<file path="src/rtl/disc_reader_if.sv">
// Acquisition-memory write port of the disc reader.
// The master (disc_reader) drives the timing byte and its one-tick write
// strobe; the slave (acquisition RAM side) reports when it cannot take
// another byte.
interface disc_reader_if;
  logic [7:0] mdat_out;
  logic       mwr;
  logic       mem_full;

  modport master (
    output mdat_out,
    output mwr,
    input  mem_full
  );

  modport slave (
    input  mdat_out,
    input  mwr,
    output mem_full
  );
endinterface

</file>
<file path="src/rtl/disc_reader.sv">
// disc_reader: flux-interval acquisition engine.
// Measures the tick count between rising edges of the read-data line and
// writes one timing byte per transition into acquisition memory. Bit 7 of
// each byte tags an index edge; intervals longer than CNT_MAX are split
// into carry bytes of value CNT_MAX.
// Optional build macro DISCREADER_GLITCHFILT_EN: rddata uses a 3-stage
// detector (pattern 011) so single-tick high pulses are ignored; every edge
// is seen one tick later, which leaves the measured intervals unchanged.
module disc_reader #(
  parameter int CNT_MAX   = 127,
  parameter int IDX_WIDTH = 6
) (
  input  logic                 clock,
  input  logic                 reset,
  input  logic                 clken,
  input  logic                 rddata,
  input  logic                 index,
  input  logic                 trkmark,
  input  logic                 start,
  input  logic                 abort,
  input  logic [1:0]           start_mode,
  input  logic [IDX_WIDTH-1:0] idx_stop,
  output logic                 running,
  output logic                 overrun,
  disc_reader_if.master        mem
);

  typedef enum logic [1:0] {
    S_IDLE       = 2'd0,
    S_WAIT_START = 2'd1,
    S_ACQ        = 2'd2
  } state_t;

  localparam logic [6:0] CARRY = 7'(CNT_MAX);

  state_t               state_q, state_d;
  logic [6:0]           cnt_q, cnt_d;
  logic                 edge_pend_q, edge_pend_d;
  logic                 idx_pend_q, idx_pend_d;
  logic [IDX_WIDTH-1:0] idxcnt_q, idxcnt_d;
  logic                 overrun_q, overrun_d;
  logic [7:0]           mdat_q, mdat_d;
  logic                 mwr_q, mwr_d;
  logic [1:0]           idx_sh;
  logic                 rd_edge;
  logic                 idx_edge;
  logic                 idx_bit;

`ifdef DISCREADER_GLITCHFILT_EN
  logic [2:0] rd_sh;
  assign rd_edge = (rd_sh == 3'b011);

  // Read-data history, oldest sample in the MSB; needs two highs to count.
  always_ff @(posedge clock or negedge reset) begin
    if (!reset)     rd_sh <= 3'b000;
    else if (clken) rd_sh <= {rd_sh[1:0], rddata};
  end
`else
  logic [1:0] rd_sh;
  assign rd_edge = (rd_sh == 2'b01);

  // Read-data history, oldest sample in the MSB.
  always_ff @(posedge clock or negedge reset) begin
    if (!reset)     rd_sh <= 2'b00;
    else if (clken) rd_sh <= {rd_sh[0], rddata};
  end
`endif

  assign idx_edge = (idx_sh == 2'b01);

  // Index history for rising-edge detection.
  always_ff @(posedge clock or negedge reset) begin
    if (!reset)     idx_sh <= 2'b00;
    else if (clken) idx_sh <= {idx_sh[0], index};
  end

  // State register.
  always_ff @(posedge clock or negedge reset) begin
    if (!reset)     state_q <= S_IDLE;
    else if (clken) state_q <= state_d;
  end

  // Next state, emitted byte and counter updates for the current tick.
  always_comb begin
    state_d     = state_q;
    cnt_d       = cnt_q;
    edge_pend_d = edge_pend_q;
    idx_pend_d  = idx_pend_q;
    idxcnt_d    = idxcnt_q;
    overrun_d   = overrun_q;
    mdat_d      = mdat_q;
    mwr_d       = 1'b0;
    idx_bit     = idx_pend_q | idx_edge;

    case (state_q)
      S_IDLE: begin
        idxcnt_d = idx_stop;
        if (start) begin
          overrun_d   = 1'b0;
          edge_pend_d = 1'b0;
          idx_pend_d  = 1'b0;
          cnt_d       = 7'd1;
          if (start_mode == 2'b01 || start_mode == 2'b10) state_d = S_WAIT_START;
          else                                            state_d = S_ACQ;
        end
      end

      S_WAIT_START: begin
        cnt_d = 7'd1;
        if (abort) begin
          state_d = S_IDLE;
        end else if (start_mode == 2'b01 && idx_edge) begin
          // The arming index edge tags the first byte of the stream.
          idx_pend_d = 1'b1;
          state_d    = S_ACQ;
        end else if (start_mode == 2'b10 && trkmark) begin
          state_d = S_ACQ;
        end
      end

      S_ACQ: begin
        if (abort || mem.mem_full) begin
          state_d = S_IDLE;
          if (mem.mem_full) overrun_d = 1'b1;
        end else begin
          if (edge_pend_q) begin
            // Edge that landed on a carry tick: zero-length remainder byte.
            mdat_d      = {idx_bit, 7'd0};
            mwr_d       = 1'b1;
            edge_pend_d = 1'b0;
            cnt_d       = cnt_q + 7'd1;
          end else if (rd_edge && cnt_q < CARRY) begin
            mdat_d = {idx_bit, cnt_q};
            mwr_d  = 1'b1;
            cnt_d  = 7'd1;
          end else if (cnt_q == CARRY) begin
            mdat_d      = {idx_bit, CARRY};
            mwr_d       = 1'b1;
            cnt_d       = 7'd1;
            edge_pend_d = rd_edge;
          end else begin
            cnt_d = cnt_q + 7'd1;
          end

          if (mwr_d)         idx_pend_d = 1'b0;
          else if (idx_edge) idx_pend_d = 1'b1;

          // Index stop: this tick's byte still goes out, then back to idle.
          if (idx_edge && idxcnt_q != '0) begin
            idxcnt_d = idxcnt_q - IDX_WIDTH'(1);
            if (idxcnt_q == IDX_WIDTH'(1)) state_d = S_IDLE;
          end
        end
      end

      default: state_d = S_IDLE;
    endcase
  end

  // Datapath and control registers; everything advances only on ticks.
  always_ff @(posedge clock or negedge reset) begin
    if (!reset) begin
      cnt_q       <= 7'd0;
      edge_pend_q <= 1'b0;
      idx_pend_q  <= 1'b0;
      idxcnt_q    <= '0;
      overrun_q   <= 1'b0;
      mdat_q      <= 8'd0;
      mwr_q       <= 1'b0;
    end else if (clken) begin
      cnt_q       <= cnt_d;
      edge_pend_q <= edge_pend_d;
      idx_pend_q  <= idx_pend_d;
      idxcnt_q    <= idxcnt_d;
      overrun_q   <= overrun_d;
      mdat_q      <= mdat_d;
      mwr_q       <= mwr_d;
    end
  end

  assign mem.mdat_out = mdat_q;
  assign mem.mwr      = mwr_q;
  assign running      = (state_q != S_IDLE);
  assign overrun      = overrun_q;

endmodule

</file>
<file path="src/flat_wrapper.sv">
// flat-port wrapper written by rule: the top's interface ports become plain ports
module disc_reader_flat 
#(
  parameter int CNT_MAX   = 127,
  parameter int IDX_WIDTH = 6
)
  (clock, reset, clken, rddata, index, trkmark, start, abort, start_mode, idx_stop, running, overrun, mem_mdat_out, mem_mwr, mem_mem_full);
  disc_reader_if mem_i ();
  input  logic clock;
  input  logic reset;
  input  logic clken;
  input  logic rddata;
  input  logic index;
  input  logic trkmark;
  input  logic start;
  input  logic abort;
  input  logic [1:0] start_mode;
  input  logic [IDX_WIDTH-1:0] idx_stop;
  output logic running;
  output logic overrun;
  output wire logic [$bits(mem_i.mdat_out)-1:0] mem_mdat_out;
  output wire logic [$bits(mem_i.mwr)-1:0] mem_mwr;
  input wire logic [$bits(mem_i.mem_full)-1:0] mem_mem_full;
  assign mem_mdat_out = mem_i.mdat_out;
  assign mem_mwr = mem_i.mwr;
  assign mem_i.mem_full = mem_mem_full;
  disc_reader #(.CNT_MAX(CNT_MAX), .IDX_WIDTH(IDX_WIDTH)) u_core (.clock(clock), .reset(reset), .clken(clken), .rddata(rddata), .index(index), .trkmark(trkmark), .start(start), .abort(abort), .start_mode(start_mode), .idx_stop(idx_stop), .running(running), .overrun(overrun), .mem(mem_i));
endmodule
</file>
<file path="config.mk">
export PLATFORM = sky130hd
export DESIGN_NAME = disc_reader_flat
export DESIGN_NICKNAME = d
export VERILOG_FILES = /design/src/rtl/disc_reader_if.sv /design/src/rtl/disc_reader.sv /design/src/flat_wrapper.sv
export SDC_FILE = /design/constraint.sdc
export NUM_CORES = 1
export LEC_CHECK = 0
export CAP_MARGIN = 5
export CORE_ASPECT_RATIO = 1.5
export CORE_UTILIZATION = 45
export CTS_CLUSTER_DIAMETER = 80
export CTS_CLUSTER_SIZE = 40
export DETAILED_ROUTE_END_ITERATION = 12
export HOLD_SLACK_MARGIN = 0.02
export PLACE_DENSITY = 0.69
export SLEW_MARGIN = 10
export SYNTH_ARGS = -nofsm -noshare
export SYNTH_HDL_FRONTEND = slang
export SYNTH_SLANG_ARGS = --single-unit
</file>
<file path="constraint.sdc">
create_clock -name clock -period 4.35 [get_ports clock]
set_input_delay 0.87 -clock clock [delete_from_list [all_inputs] [get_ports clock]]
set_output_delay 0.87 -clock clock [all_outputs]
set_load 0.05 [all_outputs]
</file>
-- Word-level counts from Yosys, hierarchy flattened
Index checks and enable logic that the tools add are counted.
- register bits: 31
- output and inout port bits: 11
- $add $sub $neg: 2
- bitwise logic cells: 2
- magnitude comparators: 1
- multiplexer cells: 43
- eq/ne operators: 19
- reduce and logical (&&, ||, !) cells: 19
- operators by type and width (cell ; number):
    $mux 7 ; 5
    $mux 8 ; 3
    $pmux 7 s3 ; 1
    $mux 1 ; 19
    $mux 2 ; 8
    $reduce_and 4->1 ; 4
    $mux 6 ; 2
    $pmux 6 s2 ; 1
    $reduce_and 5->1 ; 2
    $ne 3x1->1 const B ; 3
    $eq 2x1->1 const B ; 4
    $ne 2x2->1 const B ; 4
    $add 7x1->7 const B ; 1
    $eq 7x7->1 const B ; 1
    $lt 7x7->1 const B ; 1
    $reduce_and 7->1 ; 1
    $eq 6x1->1 const B ; 1
    $ne 2x1->1 const B ; 3
    $pmux 2 s3 ; 1
    $reduce_bool 3->1 ; 2
    $reduce_bool 6->1 ; 1
    $sub 6x1->6 const B ; 1
    $eq 2x2->1 const B ; 2
    $logic_and 1x1->1 ; 4
    8 further kinds ; 11

-- Depth between registers and ports, before layout
Gate-level depths: netlist of run 1.
- depth after elaboration: 9
- depth in mapped cells: 7
- gate-level depth less buffers: 7

-- Least setup slack after synthesis of run 1
No wires, ideal clock.
- kind: input to register
- from: input port abort
- to: register u_core.cnt_q[4]
- cell stages on the path: 5
- path slack: 2.405 ns
- setup time: 0.064 ns
- arrival time: 1.880 ns
- required time: 4.286 ns
- cell sequence: o21ai_0 nand4b_1 or3_1 a21oi_1 a21o_1
- longest elaborated chain between the ends: 3
- ends and longest elaborated chain (what ; line ; source):
    start, declared ; flat_wrapper.sv:16 ; input logic abort;
    $logic_or 1x1->1 ; disc_reader.sv:122 ; if (abort || mem.mem_full) begin
    $ne 2x2->1 (no source line) ; - ;
    $reduce_and 4->1 (no source line) ; - ;
    end signal, assigned ; disc_reader.sv:171 ; cnt_q <= cnt_d;
    end, declared ; disc_reader.sv:37 ; logic [6:0] cnt_q, cnt_d;
Every way passes these cells.
A chain may end at the register's enable or synchronous reset.

-- Worst setup path after layout of run 1
- from: register u_core.state_q[0]
- to: output port running
- longest elaborated chain between the ends: 1
- ends and longest elaborated chain (what ; line ; source):
    start, declared ; disc_reader.sv:36 ; state_t state_q, state_d;
    start signal, assigned ; disc_reader.sv:80 ; else if (clken) state_q <= state_d;
    $reduce_bool 2->1 ; disc_reader.sv:183 ; assign running = (state_q != S_IDLE);
    end, declared ; flat_wrapper.sv:19 ; output logic running;
Every way passes these cells.

==> impl_metrics.py, run 1 <==
metrics = {
    "die": {
        "initial_core_util_pct": 47.58,
        "fp.dieW_um": 53.18,
        "core_um2": 3716,
        "die_area_um2": 4188,
        "rows": 27,
        "die_y_um": 78.77,
        "top_level_ports": 28,
    },
    "setup_path": {
        "path_common_cell": "inv_1",
        "cp.required_ns": 3.48,
        "endpoint_kind": "output port",
        "max_stage_delay_ns": 0.79,
        "path_cells": "inv_1, ha_1, inv_1, clkdlybuf4s50_1",
        "crit_type": "reg -> out",
        "cp-start-kind": "flop",
        "crit_path_start": "u_core.state_q[0]",
        "cp_slowest_cell": "clkdlybuf4s50_1",
        "worstPathArrival_ns": 1.90,
        "r2r_start": "u_core.state_q[0]",
        "crit_path_max_fanout": 6,
    },
    "cts": {
        "clock-sinks": 31,
        "cts_hold_buffers": 0,
        "clkTransAtPathRegs_ns": 0.06,
        "clk_path_buf_depth": 2,
        "clk_latency_ns": 0.28,
        "cts_root_buf": "clkbuf_8",
        "ctsResizeCount": 0,
        "cts_buffers": 5,
        "cts_setup_buffers": 0,
        "htree_levels": 2,
        "cts_tree": "built",
    },
    "global_route": {
        "grt_pass1_wl_um": 6941,
        "overflow": 0,
        "antenna_found_initial": 0,
        "grtUsageTotal_pct": 22.36,
        "grt_max_degree": 32,
        "grt_pass1_vias": 1654,
    },
    "min_path": {
        "hold_class": "reg -> reg",
        "hp-start": "u_core.mem.mdat_out[1]",
    },
    "power_and_ir_drop": {
        "ir_worst_vdd_mv": 0.4195,
        "total_power_mw": 1.417,
        "cellLeakagePower_nw": 0.9209,
        "powerDensity_nw_per_um2": 653.5,
    },
    "yosys": {
        "synthCells": 191,
        "synth_edf_count": 0,
        "synth_sequential_area_ratio_pct": 43.88,
        "syn_nets": 217,
        "ys.flop_type": "dfrtp_1",
        "syn_area_per_cell_um2": 9.256,
        "netlist_top_cells_area": "dfrtp_1, ha_1, o21ai_0, nand2_1, nor2_1",
        "synth.top_cell.area_share_pct": 43.88,
        "postSynth.asyncResetShare_pct": 100.0,
        "synth_area_um2": 1768,
        "yosys_warnings": 0,
        "synth.largest_area_cell": "dfrtp_1",
        "synth.distinct_cells": 47,
        "ys_ff_latch": 31,
    },
    "sta": {
        "min_period_ns": 2.769,
        "setup_tns_ns": 0,
        "tightestPinTransition_ns": 0.7129,
        "fin_skew_ns": 0.005619,
        "setup_viol": 0,
        "fin_ws_ns": 1.581,
        "rsz0062_at_grt": "no",
        "slew_headroom_pct": 52.38,
        "max_freq_ghz": 0.3611,
        "post-route-period-util_pct": 63.66,
        "hold_viol": 0,
        "holdWs_ns": 0.4790,
        "slew_violations": 0,
    },
    "run_status": {
        "status": "finished, final reports clean",
    },
    "routing": {
        "drt_pass1_iterations": 4,
        "wl_met2_um": 2165,
        "dr.max_layer_used": "met4",
        "via_per_inst": 5.891,
        "drtAntennaViolNets": 0,
        "post_drt_wl_per_cell_um": 14.81,
        "finalWirelength_um": 3924,
        "num_vias": 1561,
        "drt_iter0_markers": 61,
        "wl_met3_um": 150,
        "met1_length_um": 1506,
        "drc": 0,
    },
    "cells_and_area": {
        "drive_gt1_share_pct": 9.910,
        "layout.nets": 248,
        "fin_cells": 265,
        "n_antenna_cell": 0,
        "mostFrequentLayoutCells": "dfrtp_1, clkdlybuf4s50_1, nand2_1, o21ai_0, nor2_1",
        "final_common_cell": "dfrtp_1",
        "final_area_um2": 2168,
        "area_delta_synth_final_pct": 22.65,
        "final_util_pct": 58.35,
    },
    "placed_design": {
        "place_area_um2": 2081,
        "place.gp.congestion": 0.8697,
        "placed_cells": 258,
        "port_buffers": 27,
        "post-place-ws_ns": 1.616,
        "hpwl_um": 3032,
    },
    "job": {
        "max_cap_viol_count": 0,
    },
}
## layer usage
layer  vias up  global-route usage, %
met2        47                  39.49
met1       762                  24.10
met3         9                  5.172
met4         0                  10.53
li1        743                      -
met5         -                      0
## final timing paths
| kind | to | slack, ns | cells after the start |
|---|---|---|---|
| worst min register to register | u_core.mem.mdat_out[1] | 0.48 | 2 |
| worst max register to register | u_core.idxcnt_q[3] | 1.98 | 7 |
| worst min-delay path | u_core.mem.mdat_out[1] | 0.48 | 2 |
| min in group asynchronous | u_core.mem.mdat_out[3] | 0.98 | 2 |
| max in group asynchronous | u_core.idxcnt_q[2] | 3.08 | 2 |
| worst max-delay path | running | 1.58 | 4 |
## worst max-delay path, delay by kind of cell (launching register included)
family	cells	cell delay, ns
DFF	1	0.38
buffers and inverters	3	0.96
adders and majority gates	1	0.29
## power by group
group	total [mW]	internal, mW	switching (mW)
clock	0.222	0.124	0.0986
combinational	0.713	0.263	0.450
sequential	0.482	0.387	0.0943
total	1.42	0.774	0.643
## synthesized netlist by cell type (2+ instances only)
cell and count:
o311ai_2 2, nand3_1 4, buf_2 3, nor3_1 6, o221ai_1 2, inv_1 9
dfrtp_1 31, ha_1 9, nand2b_1 4, nor2_2 2, nor2b_1 4, nand2_1 23
nor2_1 20, o31ai_1 2, a22o_1 4, nand3b_1 2, o21ai_0 21, mux2_2 5
a31oi_1 4, a21oi_1 7
## state kept, by name, indices dropped and copies added (netlist names)
name / cells
u_core.idx_pend_q: 1
u_core.idx_sh: 2
u_core.idxcnt_q: 6
u_core.mem.mdat_out: 8
u_core.overrun: 1
u_core.mem.mwr: 1
u_core.rd_sh: 2
u_core.edge_pend_q: 1
u_core.cnt_q: 7
u_core.state_q: 2
## cells by family after synthesis
group           after synthesis  share of synthesized area, %
simple gates                 76                         21.66
compound gates               55                         21.16
flops                        31                         43.88
buf+inv                      14                         3.184
fa+ha+maj                     9                         6.370
mux                           6                         3.751
## cell type report
type,instances,area [µm²]
clock inverter,1,5.005
multi-input combinational,146,935.9
clock buffer,6,82.58
sequential,31,775.7
inverter,10,37.54
tap,43,53.80
fill,341,1548
timing repair buffer,28,277.8
No activity file was read; power rests on OpenSTA's default activity.
==> run 2, diff against run 1 <==
PLACE_DENSITY = 0.71   (was 0.69)
clock period = 2.25 ns   (was 4.35 ns; I/O delays follow)
==> run 2 against run 1 <==
  * Via count fell by 0.64%
  * Largest power group unchanged
  * Core utilization increased by 2.4 points
  * Final cell count rose by 3.4%
  * Critical endpoint is now u_core.idxcnt_q[2]
  * Critical path type is now reg -> reg
  * Clock skew down 0.00081 ns
  * Sequential share of layout area down 1.4 points
==> impl_metrics.py, run 2 (synthesized netlist as in run 1, its figures left out) <==
metrics = {
    "run_status": {
        "status": "finished, final reports clean",
    },
    "cts": {
        "clk_path_buf_depth": 2,
        "htree_levels": 2,
        "ctsResizeCount": 0,
        "clkTransAtPathRegs_ns": 0.07,
        "clock-sinks": 31,
        "cts_setup_buffers": 0,
        "clk_latency_ns": 0.28,
        "cts_buffers": 5,
        "cts_hold_buffers": 0,
        "cts_tree": "built",
        "cts_root_buf": "clkbuf_8",
    },
    "cells_and_area": {
        "final_common_cell": "dfrtp_1",
        "area_delta_synth_final_pct": 27.60,
        "mostFrequentLayoutCells": "dfrtp_1, clkdlybuf4s50_1, nand2_1, o21ai_0, nor2_1",
        "layout.nets": 256,
        "drive_gt1_share_pct": 13.85,
        "fin_cells": 274,
        "final_area_um2": 2256,
        "final_util_pct": 60.71,
        "largest_reg_flops": 8,
        "n_antenna_cell": 0,
    },
    "sta": {
        "slew_violations": 0,
        "min_period_ns": 2.064,
        "setup_tns_ns": 0,
        "setup_viol": 0,
        "slew_headroom_pct": 55.07,
        "rsz0062_at_grt": "no",
        "holdWs_ns": 0.4806,
        "post-route-period-util_pct": 91.74,
        "hold_viol": 0,
        "fin_skew_ns": 0.004808,
        "tightestPinTransition_ns": 0.6729,
        "max_freq_ghz": 0.4845,
    },
    "power_and_ir_drop": {
        "ir_worst_vdd_mv": 0.9670,
        "cellLeakagePower_nw": 0.9751,
        "powerDensity_nw_per_um2": 1303,
    },
    "global_route": {
        "overflow": 0,
        "grt_pass1_vias": 1619,
        "grt_pass1_wl_um": 7189,
        "grt_max_degree": 32,
        "grtUsageTotal_pct": 23.56,
        "antenna_found_initial": 0,
    },
    "routing": {
        "num_vias": 1551,
        "post_drt_wl_per_cell_um": 15.22,
        "drt_iter0_markers": 62,
        "via_per_inst": 5.661,
        "drc": 0,
        "drtAntennaViolNets": 0,
        "drt_pass1_iterations": 4,
        "finalWirelength_um": 4170,
    },
    "min_path": {
        "hold_depth": 2,
        "hp-start": "u_core.mem.mdat_out[2]",
        "min_to": "u_core.mem.mdat_out[2]",
        "hold_class": "reg -> reg",
    },
    "setup_path": {
        "reg2regPathDepth": 8,
        "cp-start-kind": "flop",
        "rrSetupSlack_ns": 0.19,
        "crit_type": "reg -> reg",
        "reg2reg_to": "u_core.idxcnt_q[2]",
        "cp.required_ns": 2.42,
        "r2r_start": "u_core.state_q[0]",
        "crit_path_max_fanout": 11,
        "worstPathArrival_ns": 2.23,
        "endpoint_kind": "flop",
    },
    "die": {
        "top_level_ports": 28,
        "fp.dieW_um": 53.18,
        "initial_core_util_pct": 47.58,
        "die_y_um": 78.77,
        "die_area_um2": 4188,
        "core_um2": 3716,
        "rows": 27,
    },
    "placed_design": {
        "port_buffers": 27,
        "placed_cells": 266,
        "hpwl_um": 3198,
        "place.gp.congestion": 0.8856,
        "place_area_um2": 2138,
    },
    "job": {
        "max_cap_viol_count": 0,
    },
}
run 2: cell type report:
class	count	area, µm²
clock inverters	2	35.03
inverters	10	37.54
flip-flops and latches	31	775.7
well taps	43	53.80
repair buffers	36	335.3
multi-input cells	146	935.9
clock buffers	6	82.58
fillers	336	1460
run 2: layer usage:
layer	routed length, µm	GRT usage (%)
met1	1555	23.47
met2	2321	42.78
met3	173	4.598
met4	119	13.95
met5	0	0
run 2: critical path: stages, from the launching register on:
cell and delay, ns:
dfrtp_1 0.40, inv_1 0.10, ha_1 0.31, buf_4 0.23, nor2b_1 0.07, o21ai_1 0.35
a21o_2 0.24, a21oi_1 0.06, o22a_1 0.18
run 2: how the worst max path moves through the flow:
stage                      start                  to  slack [ns]  depth (start not counted)
2_1_floorplan  u_core.state_q[0]  u_core.idxcnt_q[3]        0.49                          7
3_3_place_gp        mem_mem_full     u_core.cnt_q[5]        0.17                          5
3_5_place_dp               abort     u_core.cnt_q[5]        0.09                          5
4_1_cts        u_core.state_q[0]  u_core.idxcnt_q[2]        0.19                          8
5_1_grt        u_core.state_q[0]  u_core.idxcnt_q[2]        0.07                          8
6_report       u_core.state_q[0]  u_core.idxcnt_q[2]        0.19                          8
run 2: per-stage QoR:
| step | power [mW] | setup slack, ns |
|---|---|---|
| after CTS | 2.954 | 0.1900 |
| after detailed placement | 2.374 | 0.09069 |
| after global placement | 2.311 | 0.1713 |
| after floorplan | 1.886 | 0.4927 |
| final | 2.940 | 0.1859 |
| after global routing | 3.145 | 0.07155 |
run 2: where the power goes:
group | switching, mW | leakage, nW | total [mW] | internal, mW
clock network | 0.213 | 0.0612 | 0.571 | 0.358
registers | 0.176 | 0.391 | 0.924 | 0.748
logic | 0.893 | 0.523 | 1.45 | 0.552
==> run 3, diff against run 2 <==
DONT_BUFFER_PORTS = 1   (was unset)
PLACE_DENSITY = unset   (was 0.71)
==> run 3 against run 2 <==
  * Die area did not move
  * Largest cell class unchanged
  * Highest routed layer unchanged
  * Clock skew fell by 0.00067 ns
  * Sequential share of layout area rose by 4.3 points
  * Total power fell by 7.0%
  * First-iteration DRC count fell by 24%
  * Critical path depth fell by 1
==> impl_metrics.py, run 3 (synthesized netlist as in run 1, its figures left out) <==
metrics = {
    "setup_path": {
        "crit_path_max_fanout": 9,
        "endpoint_kind": "flop",
        "crit_type": "reg -> reg",
        "cp-start-kind": "flop",
        "worstPathArrival_ns": 2.24,
        "cp.required_ns": 2.41,
    },
    "sta": {
        "hold_viol": 0,
        "min_period_ns": 2.079,
        "fin_ws_ns": 0.1715,
        "rsz0062_at_grt": "no",
        "fin_skew_ns": 0.004135,
        "setup_viol": 0,
        "max_freq_ghz": 0.4811,
        "post-route-period-util_pct": 92.38,
        "tightestPinTransition_ns": 0.7109,
        "setup_tns_ns": 0,
        "slew_violations": 0,
        "slew_headroom_pct": 52.53,
    },
    "die": {
        "rows": 27,
        "die_area_um2": 4188,
        "die_y_um": 78.77,
        "top_level_ports": 28,
        "initial_core_util_pct": 47.58,
        "fp.dieW_um": 53.18,
        "core_um2": 3716,
    },
    "global_route": {
        "grt_pass1_wl_um": 6913,
        "use_met2_pct": 40.89,
        "antenna_found_initial": 0,
        "grt_max_degree": 32,
        "grt_pass1_vias": 1548,
        "met3_usage_pct": 4.981,
        "grtUsageTotal_pct": 22.55,
        "top_usage_layer": "met2",
        "overflow": 0,
        "grt_use_met1_pct": 24.45,
    },
    "cts": {
        "clk_path_buf_depth": 2,
        "htree_levels": 2,
        "clk_latency_ns": 0.28,
        "clkTransAtPathRegs_ns": 0.07,
        "clock-sinks": 31,
        "cts_root_buf": "clkbuf_8",
        "cts_buffers": 5,
        "cts_tree": "built",
        "ctsResizeCount": 0,
    },
    "placed_design": {
        "place_area_um2": 1826,
        "post-place-ws_ns": 0.2141,
        "place.gp.congestion": 0.9236,
        "port_buffers": 0,
        "hpwl_um": 2881,
    },
    "job": {
        "max_cap_viol_count": 0,
    },
    "power_and_ir_drop": {
        "powerDensity_nw_per_um2": 1366,
        "ir_worst_vdd_mv": 0.8793,
        "total_power_mw": 2.735,
        "cellLeakagePower_nw": 0.8733,
    },
    "run_status": {
        "status": "finished, final reports clean",
    },
    "routing": {
        "finalWirelength_um": 3919,
        "drtAntennaViolNets": 0,
        "via_per_inst": 5.887,
        "num_vias": 1454,
        "post_drt_wl_per_cell_um": 15.87,
        "drt_pass1_iterations": 4,
        "drc": 0,
        "drt_iter0_markers": 47,
    },
    "cells_and_area": {
        "final_common_cell": "dfrtp_1",
        "largest_reg_flops": 8,
        "final_area_um2": 2003,
        "layout.nets": 229,
        "mostFrequentLayoutCells": "dfrtp_1, nand2_1, o21ai_0, nor2_1",
        "drive_gt1_share_pct": 14.71,
        "area_delta_synth_final_pct": 13.30,
        "n_antenna_cell": 0,
    },
    "min_path": {
        "hold_class": "in -> reg",
    },
}
## run 3: power by group
group / internal, mW / switching (mW)
clock: 0.358 / 0.207
combinational: 0.395 / 0.564
sequential: 0.743 / 0.468
total: 1.50 / 1.24
## run 3: per-stage QoR
step	utilization (%)	instances	hold WS [ns]
floorplan	-	191	0.1544
global placement	49.12	233	0.1551
detailed placement	49.12	233	0.1550
CTS	53.10	243	0.2726
global route	53.91	247	0.2757
finish	53.91	247	0.2744
## run 3: path summary, 6_finish.rpt
kind                                   start                endpoint  slack [ns]  cells after the start
max in group asynchronous              reset         u_core.cnt_q[6]        1.46                      2
setup / recovery           u_core.state_q[0]      u_core.idxcnt_q[3]        0.17                      7
setup reg to reg           u_core.state_q[0]      u_core.idxcnt_q[3]        0.17                      7
min in group asynchronous              reset  u_core.mem.mdat_out[3]        0.60                      2
hold reg to reg              u_core.rd_sh[1]         u_core.rd_sh[1]        0.50                      1
hold / removal                         clken          u_core.mem.mwr        0.27                      1
## run 3: layer usage
metal,vias up,wire length (µm)
met3,5,156
li1,710,-
met1,704,1495
met4,0,53
met2,35,2214
met5,-,0
## run 3: repair_timing
action,4_1_cts,5_1_grt
endpoints found under the setup margin,0,1
endpoints found under the hold margin,31,0
hold buffers,2,0
setup buffers,0,4
## run 3: worst max-delay path: stages (launching register included)
cell	delay, ns
dfrtp_1	0.40
inv_1	0.11
ha_1	0.34
nor3b_4	0.35
o21ai_1	0.21
a21o_2	0.28
o21ai_0	0.16
o21ai_0	0.10
## run 3: area by class of cell
type                    count  area, µm²
multi-input cells         146      935.9
clock inverters             2      35.03
repair buffers              9      82.58
flip-flops and latches     31      775.7
well taps                  43      53.80
fillers                   342       1713
clock buffers               6      82.58
inverters                  10      37.54
